## config.mk

```make
export PLATFORM = sky130hd
export DESIGN_NAME = decoder_scan_sequencer_flat
export DESIGN_NICKNAME = d
export VERILOG_FILES = /design/src/rtl/decoder_scan_pkg.sv /design/src/rtl/decoder_scan_sequencer_if.sv /design/src/rtl/next_channel_finder.sv /design/src/rtl/decoder_scan_sequencer.sv /design/src/flat_wrapper.sv
export SDC_FILE = /design/constraint.sdc
export NUM_CORES = 1
export LEC_CHECK = 0
export BUFFER_PORTS_ARGS = -buffer_cell sky130_fd_sc_hd__buf_2
export CELL_PAD_IN_SITES_DETAIL_PLACEMENT = 0
export CELL_PAD_IN_SITES_GLOBAL_PLACEMENT = 2
export CORE_MARGIN = 4
export CORE_UTILIZATION = 30
export CTS_CLUSTER_SIZE = 24
export DETAILED_ROUTE_END_ITERATION = 16
export PLACE_DENSITY = 0.8
export SLEW_MARGIN = 10
export SYNTH_ARGS = -nofsm -noshare
export SYNTH_HDL_FRONTEND = slang
export SYNTH_SLANG_ARGS = --single-unit
```

## constraint.sdc

```tcl
create_clock -name clk -period 5 [get_ports clk]
set_clock_uncertainty 0.2 [all_clocks]
set_input_delay 0.25 -clock clk [delete_from_list [all_inputs] [get_ports clk]]
set_output_delay 0.25 -clock clk [all_outputs]
set_load 0.01 [all_outputs]
```

## src/rtl/decoder_scan_pkg.sv

```systemverilog
// Shared types and default sizing for the decoder scan sequencer.
package decoder_scan_pkg;

  localparam int unsigned SEL_W = 3;
  localparam int unsigned N_CH  = 2 ** SEL_W;

  typedef enum logic [0:0] {StIdle, StDwell} state_e;

endpackage

```

## src/rtl/decoder_scan_sequencer_if.sv

```systemverilog
// Control/status bundle between a scan controller (master) and the sequencer (slave).
interface decoder_scan_sequencer_if #(
  parameter int unsigned SEL_W   = decoder_scan_pkg::SEL_W,
  parameter int unsigned DWELL_W = 16
) ();
  import decoder_scan_pkg::*;

  localparam int unsigned N_CH = 2 ** SEL_W;

  logic               start;
  logic               stop;
  logic               mode;
  logic [N_CH-1:0]    mask;
  logic [DWELL_W-1:0] dwell;
  logic [SEL_W-1:0]   s;
  logic               s_valid;
  logic               busy;
  logic               ch_tick;
  logic               done;

  modport master (
    output start, stop, mode, mask, dwell,
    input  s, s_valid, busy, ch_tick, done
  );

  modport slave (
    input  start, stop, mode, mask, dwell,
    output s, s_valid, busy, ch_tick, done
  );

endinterface

```

## src/rtl/next_channel_finder.sv

```systemverilog
// Combinational search over a channel mask: next set bit above cur_idx, and lowest set bit.
module next_channel_finder #(
  parameter int unsigned SEL_W = decoder_scan_pkg::SEL_W
) (
  input  logic [2**SEL_W-1:0] mask,
  input  logic [SEL_W-1:0]    cur_idx,
  output logic                found,
  output logic [SEL_W-1:0]    next_idx,
  output logic                any,
  output logic [SEL_W-1:0]    lowest_idx
);
  import decoder_scan_pkg::*;

  localparam int N_CH = 2 ** SEL_W;

  // Descending scan so the last hit written is the lowest qualifying index.
  always_comb begin
    found      = 1'b0;
    next_idx   = '0;
    any        = 1'b0;
    lowest_idx = '0;
    for (int i = N_CH - 1; i >= 0; i--) begin
      if (mask[i]) begin
        any        = 1'b1;
        lowest_idx = SEL_W'(i);
        if (i > int'(cur_idx)) begin
          found    = 1'b1;
          next_idx = SEL_W'(i);
        end
      end
    end
  end

endmodule

```

## src/rtl/decoder_scan_sequencer.sv

```systemverilog
// Steps a decoder select through the enabled channels of a mask, holding each for a dwell time.
module decoder_scan_sequencer #(
  parameter int unsigned SEL_W   = decoder_scan_pkg::SEL_W,
  parameter int unsigned DWELL_W = 16
) (
  input logic                     clk,
  input logic                     rst,
  decoder_scan_sequencer_if.slave bus
);
  import decoder_scan_pkg::*;

  localparam int unsigned N_CH = 2 ** SEL_W;

  state_e             state_q, state_d;
  logic [N_CH-1:0]    mask_q, mask_d;
  logic [DWELL_W-1:0] dwell_q, dwell_d;
  logic               mode_q, mode_d;
  logic [DWELL_W-1:0] cnt_q, cnt_d;
  logic [SEL_W-1:0]   s_q, s_d;
  logic               s_valid_q, s_valid_d;
  logic               busy_q, busy_d;
  logic               tick_q, tick_d;
  logic               done_q, done_d;

  logic [N_CH-1:0]    search_mask;
  logic               nxt_found, mask_any;
  logic [SEL_W-1:0]   nxt_idx, low_idx;
  logic [DWELL_W-1:0] dwell_eff;

  // In IDLE the finder looks at the live mask so the first channel is ready at start.
  assign search_mask = (state_q == StIdle) ? bus.mask : mask_q;
  assign dwell_eff   = (bus.dwell == '0) ? DWELL_W'(1) : bus.dwell;

  next_channel_finder #(
    .SEL_W(SEL_W)
  ) u_finder (
    .mask      (search_mask),
    .cur_idx   (s_q),
    .found     (nxt_found),
    .next_idx  (nxt_idx),
    .any       (mask_any),
    .lowest_idx(low_idx)
  );

  always_comb begin
    state_d   = state_q;
    mask_d    = mask_q;
    dwell_d   = dwell_q;
    mode_d    = mode_q;
    cnt_d     = cnt_q;
    s_d       = s_q;
    s_valid_d = s_valid_q;
    busy_d    = busy_q;
    tick_d    = 1'b0;
    done_d    = 1'b0;

    unique case (state_q)
      StIdle: begin
        if (bus.start) begin
          if (mask_any) begin
            mask_d    = bus.mask;
            mode_d    = bus.mode;
            dwell_d   = dwell_eff;
            cnt_d     = dwell_eff - DWELL_W'(1);
            s_d       = low_idx;
            s_valid_d = 1'b1;
            busy_d    = 1'b1;
            tick_d    = 1'b1;
            state_d   = StDwell;
          end else begin
            done_d = 1'b1;
          end
        end
      end
      StDwell: begin
        if (bus.stop) begin
          s_valid_d = 1'b0;
          busy_d    = 1'b0;
          state_d   = StIdle;
        end else if (cnt_q != '0) begin
          cnt_d = cnt_q - DWELL_W'(1);
        end else if (nxt_found) begin
          s_d    = nxt_idx;
          cnt_d  = dwell_q - DWELL_W'(1);
          tick_d = 1'b1;
        end else if (mode_q) begin
          s_d    = low_idx;
          cnt_d  = dwell_q - DWELL_W'(1);
          tick_d = 1'b1;
        end else begin
          // One-shot end: s deliberately keeps the last channel.
          s_valid_d = 1'b0;
          busy_d    = 1'b0;
          done_d    = 1'b1;
          state_d   = StIdle;
        end
      end
      default: state_d = StIdle;
    endcase
  end

  always_ff @(posedge clk) begin
    if (rst) begin
      state_q   <= StIdle;
      mask_q    <= '0;
      dwell_q   <= '0;
      mode_q    <= 1'b0;
      cnt_q     <= '0;
      s_q       <= '0;
      s_valid_q <= 1'b0;
      busy_q    <= 1'b0;
      tick_q    <= 1'b0;
      done_q    <= 1'b0;
    end else begin
      state_q   <= state_d;
      mask_q    <= mask_d;
      dwell_q   <= dwell_d;
      mode_q    <= mode_d;
      cnt_q     <= cnt_d;
      s_q       <= s_d;
      s_valid_q <= s_valid_d;
      busy_q    <= busy_d;
      tick_q    <= tick_d;
      done_q    <= done_d;
    end
  end

  assign bus.s       = s_q;
  assign bus.s_valid = s_valid_q;
  assign bus.busy    = busy_q;
  assign bus.ch_tick = tick_q;
  assign bus.done    = done_q;

endmodule

```

## src/flat_wrapper.sv

```systemverilog
// flat-port wrapper written by rule: the top's interface ports become plain ports
module decoder_scan_sequencer_flat import decoder_scan_pkg::*;
#(
  parameter int unsigned SEL_W   = decoder_scan_pkg::SEL_W,
  parameter int unsigned DWELL_W = 16
)
  (clk, rst, bus_start, bus_stop, bus_mode, bus_mask, bus_dwell, bus_s, bus_s_valid, bus_busy, bus_ch_tick, bus_done);
  decoder_scan_sequencer_if #(.SEL_W(SEL_W), .DWELL_W(DWELL_W)) bus_i ();
  input logic clk;
  input logic rst;
  input wire logic [$bits(bus_i.start)-1:0] bus_start;
  input wire logic [$bits(bus_i.stop)-1:0] bus_stop;
  input wire logic [$bits(bus_i.mode)-1:0] bus_mode;
  input wire logic [$bits(bus_i.mask)-1:0] bus_mask;
  input wire logic [$bits(bus_i.dwell)-1:0] bus_dwell;
  output wire logic [$bits(bus_i.s)-1:0] bus_s;
  output wire logic [$bits(bus_i.s_valid)-1:0] bus_s_valid;
  output wire logic [$bits(bus_i.busy)-1:0] bus_busy;
  output wire logic [$bits(bus_i.ch_tick)-1:0] bus_ch_tick;
  output wire logic [$bits(bus_i.done)-1:0] bus_done;
  assign bus_i.start = bus_start;
  assign bus_i.stop = bus_stop;
  assign bus_i.mode = bus_mode;
  assign bus_i.mask = bus_mask;
  assign bus_i.dwell = bus_dwell;
  assign bus_s = bus_i.s;
  assign bus_s_valid = bus_i.s_valid;
  assign bus_busy = bus_i.busy;
  assign bus_ch_tick = bus_i.ch_tick;
  assign bus_done = bus_i.done;
  decoder_scan_sequencer #(.SEL_W(SEL_W), .DWELL_W(DWELL_W)) u_core (.clk(clk), .rst(rst), .bus(bus_i));
endmodule
```

==> impl_metrics.toml <==
[layout]
area_growth_pct = 13.3
diodes = 0
nets = 437
drive_gt1_share_pct = 16.7
utilization_pct = 35.5

[clocking]
cts_tree = "done"
cts_buffers = 5
clk_pin_slew_ns = 0.09
cts_root_buf = "clkbuf_8"
htree_levels = 2
clockBufferDepth = 2
cts_sinks = 48
clk_latency_ns = 0.31
post_cts_buffers = 0

[worst_setup_path]
r2r-end = "u_core.cnt_q[2]$_SDFFE_PP0P_"
r2r_setup_slack_ns = 1.21
path_max_fanout = 41
cp.arrival_ns = 3.80
reg2reg_from = "u_core.state_q$_SDFF_PP0_"
worstSetupStartpoint = "u_core.state_q$_SDFF_PP0_"
critPathCaptureType = "flop"
crit_type = "reg -> reg"
cp.required_ns = 5.01
reg2regPathDepth = 8
endpoint = "u_core.cnt_q[2]$_SDFFE_PP0P_"
start_kind = "flop"

[die]
die_h_um = 107
core-area_mm2 = 0.00942
io_pins = 36
start_util_pct = 31.3
die_w_um = 107
placementRows = 35
die_area_mm2 = 0.0115

[logic_synthesis]
ys_types = 62
synth_edf_count = 0
ys_ff_latch = 48
synth_compound_area_share_pct = 26.7
synth_area_per_cell_um2 = 7.75
async_flop_share_pct = 0
synth_top_family_by_area = "simple AND/OR/NAND/NOR gates"
synth_xor_area_share_pct = 2.37
synth_mux_area_share_pct = 4.92
synth.cell_area_mm2 = 0.00295
synth_flop_cell = "dfxtp_1"
ys_seq_area_share_pct = 32.6
synthesis.nets = 411
synth-simple-area-share_pct = 27.0
synth-adder-area-share_pct = 0.424
syn-instance-count = 381
ys_warn_count = 0

[place]
pre_cts_slack_ns = 1.21
hpwl_um = 6050
gp_congestion = 0.821
port_buffers = 35

[detailed_routing]
wl_per_cell_um = 15.8
drt_pass1_iterations = 4
drtAntennaViolNets = 0
viasPerCell = 5.24
drc = 0
wirelength_um = 8470
drt_iter0_markers = 146
num_vias = 2815

[sta]
tightest_slew_ns = 1.04
setup_tns_ns = 0
setup_viol = 0
hold_violations = 0
fin_crit_ns = 3.79
setup_ws_ns = 1.21
min_period_over_period_pct = 75.8
drv_slew = 0
maxSlewHeadroom_pct = 30.5
fmax_mhz = 264
rsz0062_at_grt = "no"

[global_routing]
grt_use_total_pct = 15.3
antenna_found_initial = 0
grt_first_pass_wirelength_um = 14300
grt_max_degree = 50
overflow = 0
grt_pass1_vias = 2699

[power_and_ir_drop]
power_density_mw_per_mm2 = 292
p_leak_nw = 1.20
vdd_ir_drop_max_uv = 123

[run_status]
outcome = "completed"

[flow_run]
maxCapViolations = 0

[min_path]
hold_class = "in -> reg"
-- stage by stage --
stage / area [µm²] / std cells / power [mW] / hold WS, ns
floorplan: 2950 / 381 / 0.630 / 0.186
global placement: 3160 / 522 / 0.690 / 0.247
detailed placement: 3160 / 522 / 0.690 / 0.251
CTS: 3340 / 537 / 0.986 / 0.000652
global route: 3340 / 537 / 1.03 / 0.00942
finish: 3340 / 537 / 0.975 / 0.00747
-- registers in the layout, indices dropped and copies added (netlist names) --
signal              cells
u_core.mode_q           1
u_core.state_q          1
u_core.bus.ch_tick      1
u_core.bus.s            3
u_core.bus.done         1
u_core.bus.s_valid      1
u_core.mask_q           8
u_core.cnt_q           16
u_core.dwell_q         16
-- area by class of cell --
cell class	count	area (µm²)
Tap cell	129	161
Clock buffer	5	68.8
Multi-Input combinational cell	301	1820
Sequential cell	48	962
Clock inverter	3	42.5
Inverter	6	22.5
Fill cell	1046	6070
Timing Repair Buffer	45	268
-- cells by family (layout without fill, tap and decap cells) --
| group | Yosys count | in the layout |
|---|---|---|
| and+or+nand+nor | 165 | 165 |
| AOI/OAI and AO/OA | 113 | 113 |
| DFF | 48 | 48 |
| buffers and inverters | 32 | 59 |
| muxes | 14 | 14 |
| xor gates and xnor gates | 8 | 8 |
| adders and majority gates | 1 | 1 |
-- critical path, stage by stage, from the launching register on --
cell and delay [ns]:
dfxtp_2 0.84, nor3_1 0.09, a21oi_1 0.36, nor3_2 0.12
nor3b_4 0.58, buf_4 0.33, a31o_1 0.80, nor2_1 0.09
a311oi_1 0.27
-- placed cells by master (no fill, tap or decap), types with 3 or more instances in the layout --
master         Yosys  final
nand2_1           63     63
a21oi_1           49     49
dfxtp_1           48     47
nor2_1            42     42
buf_2              5     35
nor3_1            18     18
mux2i_1           13     13
nor4_1             9      9
o21ai_0            9      9
a211oi_1           8      8
nor3b_1            7      7
xnor2_1            7      7
dlygate4sd3_1      0      7
a211oi_2           6      6
inv_1              5      5
clkbuf_8           0      5
or3_1              4      4
o21bai_1           4      4
a21o_1             3      3
nand3b_1           3      3
or2_2              3      3
nor2b_1            3      3
a311oi_1           3      3
buf_4              2      3
-- layer usage --
| layer | track usage, % | vias to the layer above | share of wire, % |
|---|---|---|---|
| met2 | 23.7 | 50 | 46 |
| met4 | 3.11 | 0 | 0.60 |
| met3 | 2.41 | 4 | 3.3 |
| met1 | 22.2 | 1336 | 50 |
| met5 | 0 | - | 0 |
| li1 | - | 1425 | - |
-- cell usage after synthesis (3+ instances only) --
master | count | area [µm²]
nand2_1 | 63 | 236
a211oi_1 | 8 | 60.1
nor4_1 | 9 | 56.3
clkbuf_1 | 12 | 45.0
or2_2 | 3 | 18.8
o21bai_1 | 4 | 30.0
nor2b_1 | 3 | 18.8
or3_1 | 4 | 25.0
nor3b_1 | 7 | 52.6
a311oi_1 | 3 | 26.3
inv_1 | 5 | 18.8
mux2i_1 | 13 | 130
a211oi_2 | 6 | 75.1
xnor2_1 | 7 | 61.3
o21ai_0 | 9 | 45.0
buf_6 | 6 | 67.6
a21o_1 | 3 | 22.5
a21oi_1 | 49 | 245
nand3b_1 | 3 | 22.5
nor3_1 | 18 | 90.1
nor2_1 | 42 | 158
dfxtp_1 | 48 | 961
buf_2 | 5 | 25.0
-- how the worst min path moves through the flow --
stage,slack (ns),startpoint,endpoint,depth (start not counted)
finish,0.007,bus_dwell[9],u_core.dwell_q[9]$_SDFFE_PP0P_,3
global route,0.009,bus_mask[3],u_core.mask_q[3]$_SDFFE_PP0P_,3
CTS,0.0007,bus_mask[0],u_core.mask_q[0]$_SDFFE_PP0P_,3
detailed placement,0.25,u_core.dwell_q[12]$_SDFFE_PP0P_,u_core.dwell_q[12]$_SDFFE_PP0P_,2
global placement,0.25,u_core.dwell_q[13]$_SDFFE_PP0P_,u_core.dwell_q[13]$_SDFFE_PP0P_,2
floorplan,0.19,bus_dwell[12],u_core.dwell_q[12]$_SDFFE_PP0P_,2
-- timing repair --
item	CTS	global route
hold buffers	7	0
hold endpoints to repair	7	0
gates resized for setup	0	0
-- power breakdown --
group	internal [mW]	switching (mW)	total (mW)
sequential	0.414	0.0388	0.452
combinational	0.0984	0.136	0.235
clock	0.148	0.140	0.288
total	0.660	0.315	0.975
Note: power is estimated with default switching activity, not from simulation.
